[config.mk]
export PLATFORM = sky130hd
export DESIGN_NAME = galaksija_tape_player_flat
export DESIGN_NICKNAME = d
export VERILOG_FILES = /design/src/rtl/galaksija_tape_player_if.sv /design/src/rtl/galaksija_tape_player.sv /design/src/flat_wrapper.sv
export SDC_FILE = /design/constraint.sdc
export NUM_CORES = 1
export LEC_CHECK = 0
export ABC_AREA = 0
export BUFFER_PORTS_ARGS = -buffer_cell sky130_fd_sc_hd__buf_2
export CORE_MARGIN = 5
export CORE_UTILIZATION = 43
export CTS_CLUSTER_SIZE = 8
export DETAILED_ROUTE_END_ITERATION = 16
export PLACE_DENSITY_LB_ADDON = 0.2
export SYNTH_ARGS = -nofsm -noshare
export SYNTH_HDL_FRONTEND = slang
export SYNTH_SLANG_ARGS = --single-unit
[constraint.sdc]
create_clock -name clk -period 2.2 [get_ports clk]
set_input_delay 0.22 -clock clk [delete_from_list [all_inputs] [get_ports clk]]
set_output_delay 0.22 -clock clk [all_outputs]
set_load 0.02 [all_outputs]
[src/rtl/galaksija_tape_player_if.sv]
// Byte read port between the tape player and the SDRAM tape buffer.
//   mem_rd   : one-cycle read request (player -> memory)
//   mem_addr : byte address, held while the request is outstanding
//   mem_ack  : one-cycle data-valid strobe (memory -> player)
//   mem_data : read data, valid with mem_ack
// master = tape player side, slave = memory side.
interface galaksija_tape_player_if #(
  parameter int ADDR_W = 14
);
  logic              mem_rd;
  logic [ADDR_W-1:0] mem_addr;
  logic              mem_ack;
  logic [7:0]        mem_data;

  modport master (output mem_rd, mem_addr, input mem_ack, mem_data);
  modport slave  (input mem_rd, mem_addr, output mem_ack, mem_data);
endinterface

[src/rtl/galaksija_tape_player.sv]
// Galaksija cassette playback sequencer.
// Fetches bytes 0..length from the tape buffer over the mem read port and
// plays each one LSB first as 8 bits x 8 sub-steps on tape_bit (low on
// sub-step 0, and on sub-step 4 for a '1' bit), followed by an idle-high
// gap. Play and gap timing advance only while throttle is high.
// Ports:
//   clk, reset       : clock, synchronous active-high reset
//   start, abort     : one-cycle commands (abort wins over start)
//   length           : index of last byte to play, sampled on start
//   throttle         : 1 = play/gap timers advance, 0 = they hold
//   mem              : byte read port (master side)
//   tape_bit         : serial tape level, idle high
//   busy             : playback in progress
//   byte_idx         : byte currently being played
//   done             : one-cycle pulse after the last byte's gap
//   err              : sticky fetch-timeout flag, cleared by start/reset
module galaksija_tape_player #(
  parameter int ADDR_W      = 14,
  parameter int STEP_CYCLES = 1151,
  parameter int GAP_CYCLES  = 13001,
  parameter int ACK_TIMEOUT = 64
) (
  input  logic                  clk,
  input  logic                  reset,
  input  logic                  start,
  input  logic                  abort,
  input  logic [ADDR_W-1:0]     length,
  input  logic                  throttle,
  galaksija_tape_player_if.master mem,
  output logic                  tape_bit,
  output logic                  busy,
  output logic [ADDR_W-1:0]     byte_idx,
  output logic                  done,
  output logic                  err
);

  // One timer is shared by WAIT (ack timeout), PLAY (sub-step) and GAP.
  localparam int TMR_MAX0 = (GAP_CYCLES > STEP_CYCLES) ? GAP_CYCLES : STEP_CYCLES;
  localparam int TMR_MAX  = (TMR_MAX0 > ACK_TIMEOUT) ? TMR_MAX0 : ACK_TIMEOUT;
  localparam int TMR_W    = $clog2(TMR_MAX + 1);

  typedef enum logic [2:0] {
    S_IDLE, S_FETCH, S_WAIT, S_PLAY, S_GAP
  } state_t;

  state_t            state_q, state_d;
  logic [TMR_W-1:0]  timer_q, timer_d;
  logic [5:0]        pos_q, pos_d;        // {bit index, sub-step}
  logic [7:0]        shift_q, shift_d;
  logic [ADDR_W-1:0] byte_idx_q, byte_idx_d;
  logic [ADDR_W-1:0] length_q, length_d;
  logic              tape_q, tape_d;
  logic              done_q, done_d;
  logic              err_q, err_d;
  logic [5:0]        pos_next;

  // Tape level for a given sub-step position of the current byte.
  function automatic logic sub_level(input logic [5:0] p, input logic [7:0] b);
    return !((p[2:0] == 3'd0) || ((p[2:0] == 3'd4) && b[p[5:3]]));
  endfunction

  assign pos_next = pos_q + 6'd1;

  always_ff @(posedge clk) begin
    if (reset) begin
      state_q    <= S_IDLE;
      timer_q    <= '0;
      pos_q      <= '0;
      shift_q    <= '0;
      byte_idx_q <= '0;
      length_q   <= '0;
      tape_q     <= 1'b1;
      done_q     <= 1'b0;
      err_q      <= 1'b0;
    end else begin
      state_q    <= state_d;
      timer_q    <= timer_d;
      pos_q      <= pos_d;
      shift_q    <= shift_d;
      byte_idx_q <= byte_idx_d;
      length_q   <= length_d;
      tape_q     <= tape_d;
      done_q     <= done_d;
      err_q      <= err_d;
    end
  end

  always_comb begin
    state_d    = state_q;
    timer_d    = timer_q;
    pos_d      = pos_q;
    shift_d    = shift_q;
    byte_idx_d = byte_idx_q;
    length_d   = length_q;
    tape_d     = tape_q;
    done_d     = 1'b0;
    err_d      = err_q;
    if (abort) begin
      state_d = S_IDLE;
      tape_d  = 1'b1;
    end else if (start) begin
      // Restart from byte 0 in any state; a pending ack is dropped because
      // WAIT is only reached again through a fresh FETCH.
      state_d    = S_FETCH;
      length_d   = length;
      byte_idx_d = '0;
      err_d      = 1'b0;
      tape_d     = 1'b1;
      timer_d    = '0;
    end else begin
      case (state_q)
        S_FETCH: begin
          state_d = S_WAIT;
          timer_d = '0;
        end
        S_WAIT: begin
          // Timeout runs on raw clock cycles, not throttled ones.
          if (mem.mem_ack || (timer_q == TMR_W'(ACK_TIMEOUT - 1))) begin
            shift_d = mem.mem_ack ? mem.mem_data : 8'hFF;
            err_d   = err_q | ~mem.mem_ack;
            state_d = S_PLAY;
            timer_d = '0;
            pos_d   = '0;
            tape_d  = 1'b0;   // sub-step 0 is always low
          end else begin
            timer_d = timer_q + 1'b1;
          end
        end
        S_PLAY: begin
          if (throttle) begin
            if (timer_q == TMR_W'(STEP_CYCLES - 1)) begin
              timer_d = '0;
              if (pos_q == 6'd63) begin
                state_d = S_GAP;
                tape_d  = 1'b1;
              end else begin
                pos_d  = pos_next;
                tape_d = sub_level(pos_next, shift_q);
              end
            end else begin
              timer_d = timer_q + 1'b1;
            end
          end
        end
        S_GAP: begin
          if (throttle) begin
            if (timer_q == TMR_W'(GAP_CYCLES - 1)) begin
              timer_d = '0;
              if (byte_idx_q == length_q) begin
                done_d  = 1'b1;
                state_d = S_IDLE;
              end else begin
                byte_idx_d = byte_idx_q + 1'b1;
                state_d    = S_FETCH;
              end
            end else begin
              timer_d = timer_q + 1'b1;
            end
          end
        end
        default: state_d = S_IDLE;
      endcase
    end
  end

  always_comb begin
    mem.mem_rd   = (state_q == S_FETCH);
    mem.mem_addr = byte_idx_q;
    busy         = (state_q != S_IDLE);
    tape_bit     = tape_q;
    byte_idx     = byte_idx_q;
    done         = done_q;
    err          = err_q;
  end

endmodule
[src/flat_wrapper.sv]
// flat-port wrapper written by rule: the top's interface ports become plain ports
module galaksija_tape_player_flat 
#(
  parameter int ADDR_W      = 14,
  parameter int STEP_CYCLES = 1151,
  parameter int GAP_CYCLES  = 13001,
  parameter int ACK_TIMEOUT = 64
)
  (clk, reset, start, abort, length, throttle, tape_bit, busy, byte_idx, done, err, mem_mem_rd, mem_mem_addr, mem_mem_ack, mem_mem_data);
  galaksija_tape_player_if #(.ADDR_W(ADDR_W)) mem_i ();
  input  logic clk;
  input  logic reset;
  input  logic start;
  input  logic abort;
  input  logic [ADDR_W-1:0] length;
  input  logic throttle;
  output logic tape_bit;
  output logic busy;
  output logic [ADDR_W-1:0] byte_idx;
  output logic done;
  output logic err;
  output wire logic [$bits(mem_i.mem_rd)-1:0] mem_mem_rd;
  output wire logic [$bits(mem_i.mem_addr)-1:0] mem_mem_addr;
  input wire logic [$bits(mem_i.mem_ack)-1:0] mem_mem_ack;
  input wire logic [$bits(mem_i.mem_data)-1:0] mem_mem_data;
  assign mem_mem_rd = mem_i.mem_rd;
  assign mem_mem_addr = mem_i.mem_addr;
  assign mem_i.mem_ack = mem_mem_ack;
  assign mem_i.mem_data = mem_mem_data;
  galaksija_tape_player #(.ADDR_W(ADDR_W), .STEP_CYCLES(STEP_CYCLES), .GAP_CYCLES(GAP_CYCLES), .ACK_TIMEOUT(ACK_TIMEOUT)) u_core (.clk(clk), .reset(reset), .start(start), .abort(abort), .length(length), .throttle(throttle), .mem(mem_i), .tape_bit(tape_bit), .busy(busy), .byte_idx(byte_idx), .done(done), .err(err));
endmodule
# == Word level (Yosys, flattened, before mapping) ==
# Index checks and enable logic that the tools add are counted.
# classes
addsub,3
n_lt_le_gt_ge,1
mux,38
reduce_logical,25
eq_ne,24
n_bitwise,7
# op_table
operator,count
$mux W14,11
$pmux W14 S4,1
$add A14 B1 Y14 const B,2
$mux W6,4
$mux W3,6
$eq A14 B11 Y1 const B,1
$eq A14 B14 Y1,1
$eq A14 B14 Y1 const B,1
$eq A14 B6 Y1 const B,1
$ne A3 B2 Y1 const B,4
$pmux W3 S4,1
$pmux W6 S2,1
$reduce_and A4 Y1,3
$reduce_and A6 Y1,2
$reduce_bool A2 Y1,6
$mux W1,11
$mux W8,1
$ne A2 B1 Y1 const B,4
$ne A2 B2 Y1 const B,4
$reduce_and A7 Y1,1
$add A6 B1 Y6 const B,1
$eq A3 B2 Y1 const B,2
$eq A3 B3 Y1 const B,2
$eq A6 B6 Y1 const B,1
other kinds (19),26
# totals
elab_cells,108
register_bits,62
in_bits,28
out_inout_bits,33

# == Logic depth before layout (Yosys ltp) ==
# logic_depth
depth_word,10
depth_mapped,9

# == Least setup slack after synthesis ==
# No wires, ideal clock.
# synth_path
path_kind,register -> register
start,register u_core.timer_q[1]
end,register u_core.shift_q[6]
setup_slack_ps,-83
n_path_buf,2
synth_period_minus_slack_ps,2283
required_ps,2070
arrival_ps,2153
stages_incl_launch_ff,9
path_cell_list,dfxtp_1 ha_1 or3b_2 o41a_1 or3_1 buf_2 buf_6 nor3_1 nor3_2
# synth_between
elab_chain_len,3
# synth_rtl
item,line_no,source
start: declaration,galaksija_tape_player.sv:47,"logic [TMR_W-1:0] timer_q, timer_d;"
start signal: assignment,galaksija_tape_player.sv:77,timer_q <= timer_d;
$eq A14 B6 Y1,galaksija_tape_player.sv:118,if (mem.mem_ack || (timer_q == TMR_W'(ACK_TIMEOUT - 1))) begin
$logic_or A1 B1 Y1,galaksija_tape_player.sv:118,
$reduce_and A4 Y1 (no source line),-,
end signal: assignment,galaksija_tape_player.sv:79,shift_q <= shift_d;
end: declaration,galaksija_tape_player.sv:49,"logic [7:0] shift_q, shift_d;"
# No other way between the ends.
# A chain may end at the register's enable or synchronous reset.

# == Final worst setup path ==
# layout_path
start,register u_core.timer_q[1]
end,register u_core.timer_q[8]
# layout_between
elab_chain_len,5
# layout_rtl
item,line_no,source
"$add A14 B1 Y14, or another cell as far along","galaksija_tape_player.sv:126, galaksija_tape_player.sv:141, galaksija_tape_player.sv:157",
"$mux W14, or another cell as far along",galaksija_tape_player.sv:147,if (timer_q == TMR_W'(GAP_CYCLES - 1)) begin
$mux W14 (on tied branches),"galaksija_tape_player.sv:146, galaksija_tape_player.sv:118, galaksija_tape_player.sv:130",
$pmux W14 S4 (*),galaksija_tape_player.sv:111,case (state_q)
$mux W14 (*),galaksija_tape_player.sv:101,end else if (start) begin
# Mark *: on every way between the ends. The rest lies on a longest branch, timed or not. The select of a mux whose other input is x is not followed.

==> flow_summary.yaml <==
critical_path:
  worstPathMaxFanout: 6
  cp.arrival_ns: 2.49
  crit_end: "u_core.timer_q[8]$_SDFFE_PP0P_"
  critPathBufInv: 1
  cp_top_family: "compound AO/OA/AOI/OAI gates"
  worstReg2RegEnd: "u_core.timer_q[8]$_SDFFE_PP0P_"
  worst_ep_required_time_ns: 2.43
  crit_type: "flip-flop to flip-flop"
  r2r_setup_slack_ns: -0.06
  ff2ff_path_depth: 8
  startpoint: "u_core.timer_q[1]$_SDFFE_PP0P_"
  crit_path_max_incr_delay_ns: 0.46
  r2r_start: "u_core.timer_q[1]$_SDFFE_PP0P_"
  worstSetupStartpointType: "flip-flop"
  crit_path_top_delay_cell: "o41a_1"
  crit_cells: 8
  critPathCaptureType: "flip-flop"
  crit_chain: "ha_4 > or3b_4 > o41a_1 > nor3b_4 > o31ai_4 > a21o_1 > buf_6 > nor2_2"
clocking:
  clk_pin_slew_ns: 0.07
  cts_buffer_depth: 2
  cts_made_buffers: 9
  cts_tree: "built"
  clk_root_buffer_cell: "clkbuf_8"
  clock_sinks: 62
  insertion_delay_ns: 0.34
  hold_buffers: 0
  htreeDepth: 3
global_routing:
  antenna_found_initial: 0
  grt_pass1_vias: 3126
  grt_util_all_layers: 0.1840
  overflow: 0
  grt_first_pass_wirelength_mm: 14.77
  grt_max_degree: 22
synthesis:
  synthMostInstantiatedCell: "dfxtp_1"
  synthFlopType: "dfxtp_1"
  syn_area_um2: 3427
  synth_seq_cells: 62
  synthCells: 419
  ys_seq_area_frac: 0.3622
  async_flop_share: 0
  synth_top_area_cell: "dfxtp_1"
  synth_top_area_share: 0.3622
  synth-edff-count: 0
  ys_top_cells_by_count: "dfxtp_1 (62), nand2_1 (50), nor2_1 (42), a21oi_1 (27), xor2_1 (26)"
  syn_nets: 453
  ys.warnings.count: 0
  ys_top_cells_by_area: "dfxtp_1 (36%), xor2_1 (6.6%), nand2_1 (5.5%), nor2_1 (4.6%), a21oi_1 (3.9%)"
  ys_types: 58
  avgSynthCellArea_um2: 8.179
floorplanning:
  io_pins: 61
  fp.dieArea_um2: 9856
  rows: 32
  die_w_um: 99.28
  fp.dieH_um: 99.28
  coreArea_um2: 7727
  start_util: 0.4435
status:
  failed_checks: "setup timing"
  status: "complete, but fails checks"
timing:
  period_needed_ns: 2.263
  timing.final.crit_share: 1.029
  finClkSkew_ns: 0.01159
  slew-limit-headroom: 0.6037
  setup_slack_ns: -0.06350
  timing.setup.tns_ns: -0.6398
  setup_viol: 14
  final-hold-violation-count: 0
  clock.fmax_ghz: 0.4418
  tightestPinTransition_ns: 0.5916
  rsz0062_at_grt: "yes"
  slew_viol_final: 0
drt:
  vias: 3212
  vias_per_cell: 5.274
  drcViolationCount: 0
  wirelength_mm: 8.947
  firstDrtPassIters: 4
  detail-route-antenna-nets: 0
  drt_iter0_drc: 109
  wl_per_cell_um: 14.69
power:
  p_leak_nw: 1.881
  p_per_area_nw_per_um2: 532.1
  total_power_mw: 2.350
  vdd_drop_max_v: 0.0004808
placed_design:
  gp_congestion: 0.9493
  portBuffers: 60
  dpl.hpwl_mm: 6.566
finish:
  nFillCells: 747
  drive_gt1_frac: 0.3314
  final_nets: 536
  synthToLayoutAreaGrowth_pct: 28.84
  diodes: 0
hold_path:
  hold_class: "input pin to flip-flop"
  holdPathStages: 3
run:
  max_cap_violations: 0
[power by group]
part / switching [mW] / leakage, nW / internal (mW)
clock network: 0.444 / 0.0996 / 0.584
registers: 0.0110 / 0.504 / 1.13
logic: 0.109 / 1.28 / 0.0671
total: 0.564 / 1.88 / 1.79
[kinds of logic after synthesis]
| kind of cell | Yosys count | share of synthesized area |
|---|---|---|
| fa+ha+maj | 6 | 0.02191 |
| simple gates | 206 | 0.3231 |
| compound gates | 52 | 0.09931 |
| flops | 62 | 0.3622 |
| buf+inv | 46 | 0.07010 |
| mux | 8 | 0.02373 |
| xor+xnor | 39 | 0.09967 |
[per-layer routing]
metal | up-vias | wire [um] | global-route usage
met5 | - | 0 | 0
met4 | 0 | 202 | 0.07038
met3 | 17 | 444 | 0.04628
met2 | 71 | 4385 | 0.3166
met1 | 1506 | 3915 | 0.2200
li1 | 1618 | - | -
[sequential cells by signal, summed over array words and instances, names as in the netlist]
name and flops:
u_core.shift_q 8, u_core.err 1, u_core.state_q 3, u_core.byte_idx 14
u_core.timer_q 14, u_core.pos_q 6, u_core.length_q 14, u_core.tape_bit 1
u_core.done 1
[metrics by stage]
step	hold slack, ns	util	setup slack, ns	area [um2]	instances
2_1_floorplan	0.3560	-	0.005775	3473	419
3_3_place_gp	0.4601	0.5172	-0.1019	3996	585
4_1_cts	0.1006	0.5554	-0.06849	4292	605
6_report	0.1104	0.5714	-0.06350	4415	609
3_5_place_dp	0.4624	0.5172	-0.1502	3996	585
5_1_grt	0.1068	0.5714	-0.1574	4415	609
[worst reg2reg max path, delay by kind of cell (launching register included)]
kind | cells | cell delay [ns]
buffers and inverters | 1 | 0.15
adder cells (fa/ha/maj) | 1 | 0.13
AND/OR/NAND/NOR | 3 | 0.61
flip-flops | 1 | 0.36
AO/OA/AOI/OAI | 3 | 0.92
[area by class of cell]
type                       instances  area [um2]  area share
multi-input combinational        311        2113      0.4786
inverter                           9       36.28    0.008218
tap                              102       127.6     0.02890
clock inverter                     3       42.54    0.009634
clock buffer                      13       158.9     0.03599
timing repair buffer             109       686.9      0.1556
sequential                        62        1250      0.2831
[worst min path at each step]
stage / startpoint / end / slack (ns)
global route: length[4] / u_core.length_q[4]$_SDFFE_PP0P_ / 0.11
floorplan: length[0] / u_core.length_q[0]$_SDFFE_PP0P_ / 0.36
detailed placement: u_core.length_q[6]$_SDFFE_PP0P_ / u_core.length_q[6]$_SDFFE_PP0P_ / 0.46
global placement: u_core.length_q[3]$_SDFFE_PP0P_ / u_core.length_q[3]$_SDFFE_PP0P_ / 0.46
finish: length[12] / u_core.length_q[12]$_SDFFE_PP0P_ / 0.11
CTS: length[4] / u_core.length_q[4]$_SDFFE_PP0P_ / 0.10
[layout by cell type, fill, tap and decap left out, types with 3 or more instances in the layout]
cell type  Yosys  routed
nand3b_1       4       4
ha_1           6       4
a21oi_1       27      25
clkbuf_8       0      11
and4_1         3       3
nor4_4         1       3
a211oi_1       3       3
buf_2          3      60
nand2_1       50      50
nor2b_1        7       7
nor3_1        25      20
nand4_1       12      12
nor4_1         9       5
inv_1          8       6
mux2i_1        7       7
nor2_1        42      34
buf_6          1       5
or3_1          9       9
dfxtp_1       62      57
and3_1         5       5
nor3_2         1       4
dfxtp_2        0       4
nor4_2         1       3
a22o_1         3       3
buf_4         15      44
nor2_2         0       6
xnor2_1       13      13
xor2_1        26      26
nand3_1       14      14
nand2b_1       5       5
[repair_timing]
| action | CTS | global route |
|---|---|---|
| pin swaps | 13 | 9 |
| setup buffers | 4 | 4 |
| endpoints found under the setup margin | 34 | 44 |
| gates resized for setup | 18 | 22 |
(Power assumes the default switching activity.)
